### src/rtl/cpu_defs_pkg.sv
// Shared CPU definitions: datapath width, instruction field positions and the
// opcodes the operand fetch stage needs to recognise.
package cpu_defs;

  localparam int DATA_W = 32;
  localparam int REG_W  = 5;
  localparam int OPC_W  = 6;
  localparam int IMM_W  = 16;

  localparam int OPC_LSB   = 26;
  localparam int RS_LSB    = 21;
  localparam int RT_LSB    = 16;
  localparam int RD_LSB    = 11;
  localparam int FUNCT_LSB = 0;

  localparam logic [OPC_W-1:0] OP_RTYPE = 6'h00;
  localparam logic [OPC_W-1:0] OP_ANDI  = 6'h0C;
  localparam logic [OPC_W-1:0] OP_ORI   = 6'h0D;
  localparam logic [OPC_W-1:0] OP_XORI  = 6'h0E;

  typedef logic [REG_W-1:0] reg_addr_t;

  // Logical immediates are zero-extended; every other opcode sign-extends.
  function automatic logic imm_is_zext(input logic [OPC_W-1:0] opcode);
    return (opcode == OP_ANDI) || (opcode == OP_ORI) || (opcode == OP_XORI);
  endfunction

endpackage

### src/rtl/operand_bypass.sv
// Next-value select for one source operand: fresh read or write-back bypass on
// accept, and write-back refresh of the held operand while stalled.
module operand_bypass #(
  parameter int DATA_W = 32
) (
  input  logic              accept_i,
  input  logic              hold_i,
  input  logic [4:0]        new_addr_i,
  input  logic [DATA_W-1:0] new_data_i,
  input  logic [4:0]        held_addr_i,
  input  logic [DATA_W-1:0] held_data_i,
  input  logic              wb_enable_i,
  input  logic [4:0]        wb_addr_i,
  input  logic [DATA_W-1:0] wb_data_i,
  output logic [DATA_W-1:0] data_o,
  output logic              bypass_o
);

  // Register 0 reads as zero and can never be the target of a bypass.
  always_comb begin
    data_o   = held_data_i;
    bypass_o = 1'b0;
    if (accept_i) begin
      if (new_addr_i == 5'd0) begin
        data_o = '0;
      end else if (wb_enable_i && (wb_addr_i == new_addr_i)) begin
        data_o   = wb_data_i;
        bypass_o = 1'b1;
      end else begin
        data_o = new_data_i;
      end
    end else if (hold_i && wb_enable_i && (wb_addr_i != 5'd0) &&
                 (wb_addr_i == held_addr_i)) begin
      data_o   = wb_data_i;
      bypass_o = 1'b1;
    end
  end

endmodule

### src/rtl/operand_fetch.sv
// Operand fetch stage: decodes the instruction, selects both source operands
// with write-back bypass and presents a registered payload to the ALU.
module operand_fetch #(
  parameter int DATA_W = cpu_defs::DATA_W,
  parameter int CNT_W  = 16
) (
  input  logic              clk,
  input  logic              rst,
  input  logic              in_valid,
  output logic              in_ready,
  input  logic [31:0]       instr,
  output logic [4:0]        readReg1,
  output logic [4:0]        readReg2,
  input  logic [DATA_W-1:0] readData1,
  input  logic [DATA_W-1:0] readData2,
  input  logic              wb_enable,
  input  logic [4:0]        wb_addr,
  input  logic [DATA_W-1:0] wb_data,
  output logic              out_valid,
  input  logic              out_ready,
  output logic [DATA_W-1:0] out_opA,
  output logic [DATA_W-1:0] out_opB,
  output logic [DATA_W-1:0] out_imm,
  output logic [4:0]        out_rd,
  output logic [5:0]        out_opcode,
  output logic [5:0]        out_funct,
  output logic [CNT_W-1:0]  bypass_count
);
  import cpu_defs::REG_W;
  import cpu_defs::OPC_W;
  import cpu_defs::IMM_W;
  import cpu_defs::OPC_LSB;
  import cpu_defs::RS_LSB;
  import cpu_defs::RT_LSB;
  import cpu_defs::RD_LSB;
  import cpu_defs::FUNCT_LSB;
  import cpu_defs::OP_RTYPE;
  import cpu_defs::reg_addr_t;
  import cpu_defs::imm_is_zext;

  logic              accept;
  logic              hold;
  logic              bypassA;
  logic              bypassB;
  logic [OPC_W-1:0]  opcode;
  reg_addr_t         rs;
  reg_addr_t         rt;
  reg_addr_t         rd_d;
  logic [DATA_W-1:0] opA_d;
  logic [DATA_W-1:0] opB_d;
  logic [DATA_W-1:0] imm_d;

  logic              valid_q;
  logic [DATA_W-1:0] opA_q;
  logic [DATA_W-1:0] opB_q;
  logic [DATA_W-1:0] imm_q;
  reg_addr_t         rd_q;
  reg_addr_t         heldRs_q;
  reg_addr_t         heldRt_q;
  logic [OPC_W-1:0]  opcode_q;
  logic [OPC_W-1:0]  funct_q;
  logic [CNT_W-1:0]  bypassCount_q;

  assign opcode   = instr[OPC_LSB +: OPC_W];
  assign rs       = instr[RS_LSB +: REG_W];
  assign rt       = instr[RT_LSB +: REG_W];
  assign readReg1 = rs;
  assign readReg2 = rt;

  assign in_ready = !valid_q || out_ready;
  assign accept   = in_valid && in_ready;
  assign hold     = valid_q && !out_ready;

  assign rd_d  = (opcode == OP_RTYPE) ? instr[RD_LSB +: REG_W] : rt;
  assign imm_d = imm_is_zext(opcode) ?
                 {{(DATA_W-IMM_W){1'b0}}, instr[IMM_W-1:0]} :
                 {{(DATA_W-IMM_W){instr[IMM_W-1]}}, instr[IMM_W-1:0]};

  operand_bypass #(.DATA_W(DATA_W)) u_bypassA (
    .accept_i    (accept),
    .hold_i      (hold),
    .new_addr_i  (rs),
    .new_data_i  (readData1),
    .held_addr_i (heldRs_q),
    .held_data_i (opA_q),
    .wb_enable_i (wb_enable),
    .wb_addr_i   (wb_addr),
    .wb_data_i   (wb_data),
    .data_o      (opA_d),
    .bypass_o    (bypassA)
  );

  operand_bypass #(.DATA_W(DATA_W)) u_bypassB (
    .accept_i    (accept),
    .hold_i      (hold),
    .new_addr_i  (rt),
    .new_data_i  (readData2),
    .held_addr_i (heldRt_q),
    .held_data_i (opB_q),
    .wb_enable_i (wb_enable),
    .wb_addr_i   (wb_addr),
    .wb_data_i   (wb_data),
    .data_o      (opB_d),
    .bypass_o    (bypassB)
  );

  // Operands always take the bypass unit's result; it returns the held value
  // when nothing should change, so only the decoded fields need gating.
  always_ff @(posedge clk or posedge rst) begin
    if (rst) begin
      valid_q       <= 1'b0;
      opA_q         <= '0;
      opB_q         <= '0;
      imm_q         <= '0;
      rd_q          <= '0;
      heldRs_q      <= '0;
      heldRt_q      <= '0;
      opcode_q      <= '0;
      funct_q       <= '0;
      bypassCount_q <= '0;
    end else begin
      opA_q <= opA_d;
      opB_q <= opB_d;
      if (accept) begin
        valid_q  <= 1'b1;
        imm_q    <= imm_d;
        rd_q     <= rd_d;
        heldRs_q <= rs;
        heldRt_q <= rt;
        opcode_q <= opcode;
        funct_q  <= instr[FUNCT_LSB +: OPC_W];
      end else if (out_ready) begin
        valid_q <= 1'b0;
      end
      if ((bypassA || bypassB) && (bypassCount_q != '1)) begin
        bypassCount_q <= bypassCount_q + CNT_W'(1);
      end
    end
  end

  assign out_valid    = valid_q;
  assign out_opA      = opA_q;
  assign out_opB      = opB_q;
  assign out_imm      = imm_q;
  assign out_rd       = rd_q;
  assign out_opcode   = opcode_q;
  assign out_funct    = funct_q;
  assign bypass_count = bypassCount_q;

endmodule

### config.mk
export PLATFORM = sky130hd
export DESIGN_NAME = operand_fetch
export DESIGN_NICKNAME = d
export VERILOG_FILES = /design/src/rtl/cpu_defs_pkg.sv /design/src/rtl/operand_bypass.sv /design/src/rtl/operand_fetch.sv
export SDC_FILE = /design/constraint.sdc
export NUM_CORES = 1
export LEC_CHECK = 0
export ABC_AREA = 1
export CORE_UTILIZATION = 50
export DETAILED_ROUTE_END_ITERATION = 7
export MAX_ROUTING_LAYER = met4
export PLACE_DENSITY = 0.93
export SETUP_SLACK_MARGIN = 0.1
export SLEW_MARGIN = 20
export SYNTH_ARGS = -nofsm -noshare
export SYNTH_HDL_FRONTEND = slang
export SYNTH_HIERARCHICAL = 1
export SYNTH_SLANG_ARGS = --single-unit
### constraint.sdc
create_clock -name clk -period 10.75 [get_ports clk]
set_input_delay 2.6875 -clock clk [delete_from_list [all_inputs] [get_ports clk]]
set_output_delay 2.6875 -clock clk [all_outputs]
set_load 0.01 [all_outputs]
* After elaboration in Yosys (flattened, before gate mapping)
Index checks and enable logic that the tools add are counted.
Storage, ports and cells: bits in registers 140, bits of input ports 138, logic and storage cells 61
Operators by class: add/sub/neg operators 1, equality and inequality tests 8, mux-type cells 20, reduce and logical (&&, ||, !) cells 22
Operators by type and width (count):
- $mux 32 | 9
- $eq 5x5->1 | 4
- $eq 6x4->1 const B | 3
- $add 16x1->16 const B | 1
- $ne 16x16->1 const B | 1
- $logic_not 5->1 | 2
- $mux 1 | 10
- $logic_and 1x1->1 | 9
- $logic_not 6->1 | 1
- $reduce_bool 2->1 | 3
- $mux 5 | 1
- $reduce_bool 5->1 | 1
- $logic_or 1x1->1 | 4
- $logic_not 1->1 | 2

* Depth between registers and ports, before layout
depth in word-level cells 9, depth in mapped cells 18

* Hierarchy
The synthesis kept the hierarchy.
Modules (own cells, without submodules):
- operand_fetch | times used 1, cells each 418, area each 4426.7 sq um, seq. area each 2977.9 sq um
- operand_bypass | times used 2, cells each 403, area each 1830.5 sq um, seq. area each 0.0 sq um

* Least setup slack after synthesis
No wires, ideal clock.
kind input port to output port, start in out_ready, end out in_ready, arrival 2.835 ns, slack 5.227 ns, stages on the path 2, cells stage by stage inv_1 -> nand2_1
Between the ends: cells in the longest elaborated chain, start to end 1
Ends and longest elaborated chain:
- start: declaration | line operand_fetch.sv:20 | input logic out_ready,
- $logic_or 1x1->1 | line operand_fetch.sv:70 | assign in_ready = !valid_q || out_ready;
- end: declaration | line operand_fetch.sv:10 | output logic in_ready,
Every way passes these cells.

* Worst setup path in the final report
start in instr[19], end out readReg2[3]
RTL lines:
- start: declaration | line operand_fetch.sv:11 | input logic [31:0] instr,
- end: declaration | line operand_fetch.sv:13 | output logic [4:0] readReg2,
No word-level cell between the ends.

==> metrics.txt <==
setup TNS 0 ns; initial antenna violation count 0; per-cell routed wire length 16.58 um; number of cells on the critical path 2; Final Hold Fails 0; Worst Hold Class reg2reg; CORE AREA 15830 sq um; TritonCTS clock tree done; RR Startpoint out_valid; Cell Area, Synth 8088 sq um; Final HPWL DP 18.42 mm; Placer Congestion 0.9033; most common cell after layout, fill and taps aside nand2_1; cell repeated most along the worst path clkdlybuf4s50_1; clk slew on worst S/H paths 0.05 ns; achievable frequency 151.5 MHz; proportion of synthesized chip area in sequential cells 36.82%; Final period util 61.41%; post-synthesis net count 1363; RR Endpoint out_opB[2]; Critical Path Sink readReg2[3]; post-synth cell types 30; Starting Density 51.10%; number of top-level pins 279; Worst path max stage delay 0.61 ns; GRT Util Overall 34.51%; die height 129.2 um; Worst Clk Skew 0.01290 ns; CTS Sinks 119; Core Rows 46; Synth Area per Inst 6.608 sq um; Die W 129.2 um; Rel. slew slack 24.29%; Power Dens Cells 146.8 nW/um^2; status complete, no violations; critical-path maximum fanout 5; crit-path cells clkdlybuf4s50_1, clkdlybuf4s50_1; number of global-route vias before repair 8684; worst vdd ir 0.1104 mV; CP Class in2out; Overflow after GRT 0; count of maximum capacitance violations 0; crit path capture type primary output; pin count of the biggest net entering global routing 62; Syn-to-layout area delta 38.83%; CTS max path bufs 2; clock latency on the worst-skew pair 0.43 ns; Post-CTS Resized 0; layout cells sized above 1 5.671%; Setup violations, final 0; CP Data Required Time 8.06 ns; CP Buf/Inv Count 2; CP max-delay cell clkdlybuf4s50_1; CP Launch Point instr[19]; Leak Pwr 5.899 nW; DR vias/cell 5.472; # diodes 0; RSZ-0062 raised after global routing no; Core Util, Final 70.94%; DRT Pass-1 Iters 5; most frequent cells in the layout nand2_1 (385), clkdlybuf4s50_1 (278), inv_1 (231), nand3_1 (207), dfrtp_1 (119); Ys Warns 6; FF-to-FF path depth 7; Detail Route Antenna Nets 0; CP delay by family, top buffers and inverters; Initial DRC Count 823; H-tree levels 4; via count 9094; critical path arrival 3.91 ns; # hold bufs at CTS 0; DRC 0; Final #Nets 1573; routed wire length 27.56 mm; number of buffers created by CTS 17; number of synthesized register bits 119; postcts setup bufs 0; die area 16690 sq um; Slew Viols, Final 0; clock root cell clkbuf_16; first-pass GRT wire length 42.72 mm; Gate Count Post-Synth 1224; # port buffers 278; FF-to-FF setup slack 7.60 ns; total power 0.001648 W; worst slew pin tran 1.134 ns; minimum clock period 6.602 ns; crit start category primary input
## through the flow
step	cells	instance area [sq um]	worst slack (ns)	hold slack (ns)
2_1_floorplan	1224	8088	4.905	0.4419
3_3_place_gp	1631	10620	4.209	0.4527
3_5_place_dp	1631	10620	4.200	0.4574
4_1_cts	1662	11230	4.177	0.4708
5_1_grt	1662	11230	4.148	0.4847
6_report	1662	11230	4.148	0.4695
## flip-flops by register name, summed over array words and instances, names as in the netlist
register,count
out_rd,5
out_opcode,6
heldRt_q,5
out_valid,1
out_imm,17
heldRs_q,5
out_opB,32
out_opA,32
bypass_count,16
## synth_stat cells
cell	count	area share, %
nand2_1	385	18
inv_1	235	11
nand3_1	207	13
dfrtp_1	119	37
nand4_1	71	5.5
buf_2	37	2.3
buf_4	37	3.4
nor2_1	29	1.3
o21ai_1	14	0.87
inv_2	13	0.60
nor2_2	10	0.77
clkbuf_1	8	0.37
xnor2_1	8	0.87
buf_6	7	0.97
nor2_4	6	0.84
o211ai_1	5	0.46
a21oi_1	4	0.25
buf_1	4	0.19
nand2_2	4	0.31
nand2_4	3	0.42
o21ai_2	3	0.32
clkinv_1	2	0.093
nand3_2	2	0.25
nand3_4	2	0.43
nand3b_1	2	0.19
nor3_4	2	0.40
o22ai_1	2	0.15
ha_1	1	0.15
nor3_1	1	0.062
o21ai_0	1	0.062
## worst min path at each step
stage / startpoint / end / depth (start not counted)
5_1_grt: out_imm[9] / out_imm[9] / 2
4_1_cts: out_imm[9] / out_imm[9] / 2
6_report: out_imm[10] / out_imm[10] / 2
3_5_place_dp: out_imm[10] / out_imm[10] / 2
3_3_place_gp: out_imm[9] / out_imm[9] / 2
2_1_floorplan: heldRs_q[4] / heldRs_q[4] / 2
## layer usage
metal  vias up  track usage [%]  routed length [um]
met5         -                -                   0
met4         0            17.16                 998
met3        94            6.647                2700
met2       619            57.65               13610
met1      4190            39.65               10240
li1       4191                -                   -
## power breakdown
part	internal [W]	switching, W
registers	0.000514	0.0000551
clock network	0.000385	0.000206
logic	0.000238	0.000251
total	0.00114	0.000511
## cell families after synthesis
| group | share of synthesized area [%] |
|---|---|
| AOI/OAI and AO/OA | 2.119 |
| buffers and inverters | 18.86 |
| adders and majority gates | 0.1547 |
| xor gates and xnor gates | 0.8664 |
| DFF | 36.82 |
| and+or+nand+nor | 41.18 |
## area by class of cell
type / count / area [sq um]
timing repair buffer: 284 / 2828
sequential: 119 / 2978
multi-input combinational: 762 / 3605
clock inverter: 9 / 122.6
fill: 1201 / 4599
inverter: 250 / 940.9
clock buffer: 22 / 484.2
tap: 216 / 270.3
(Power assumes the default switching activity.)
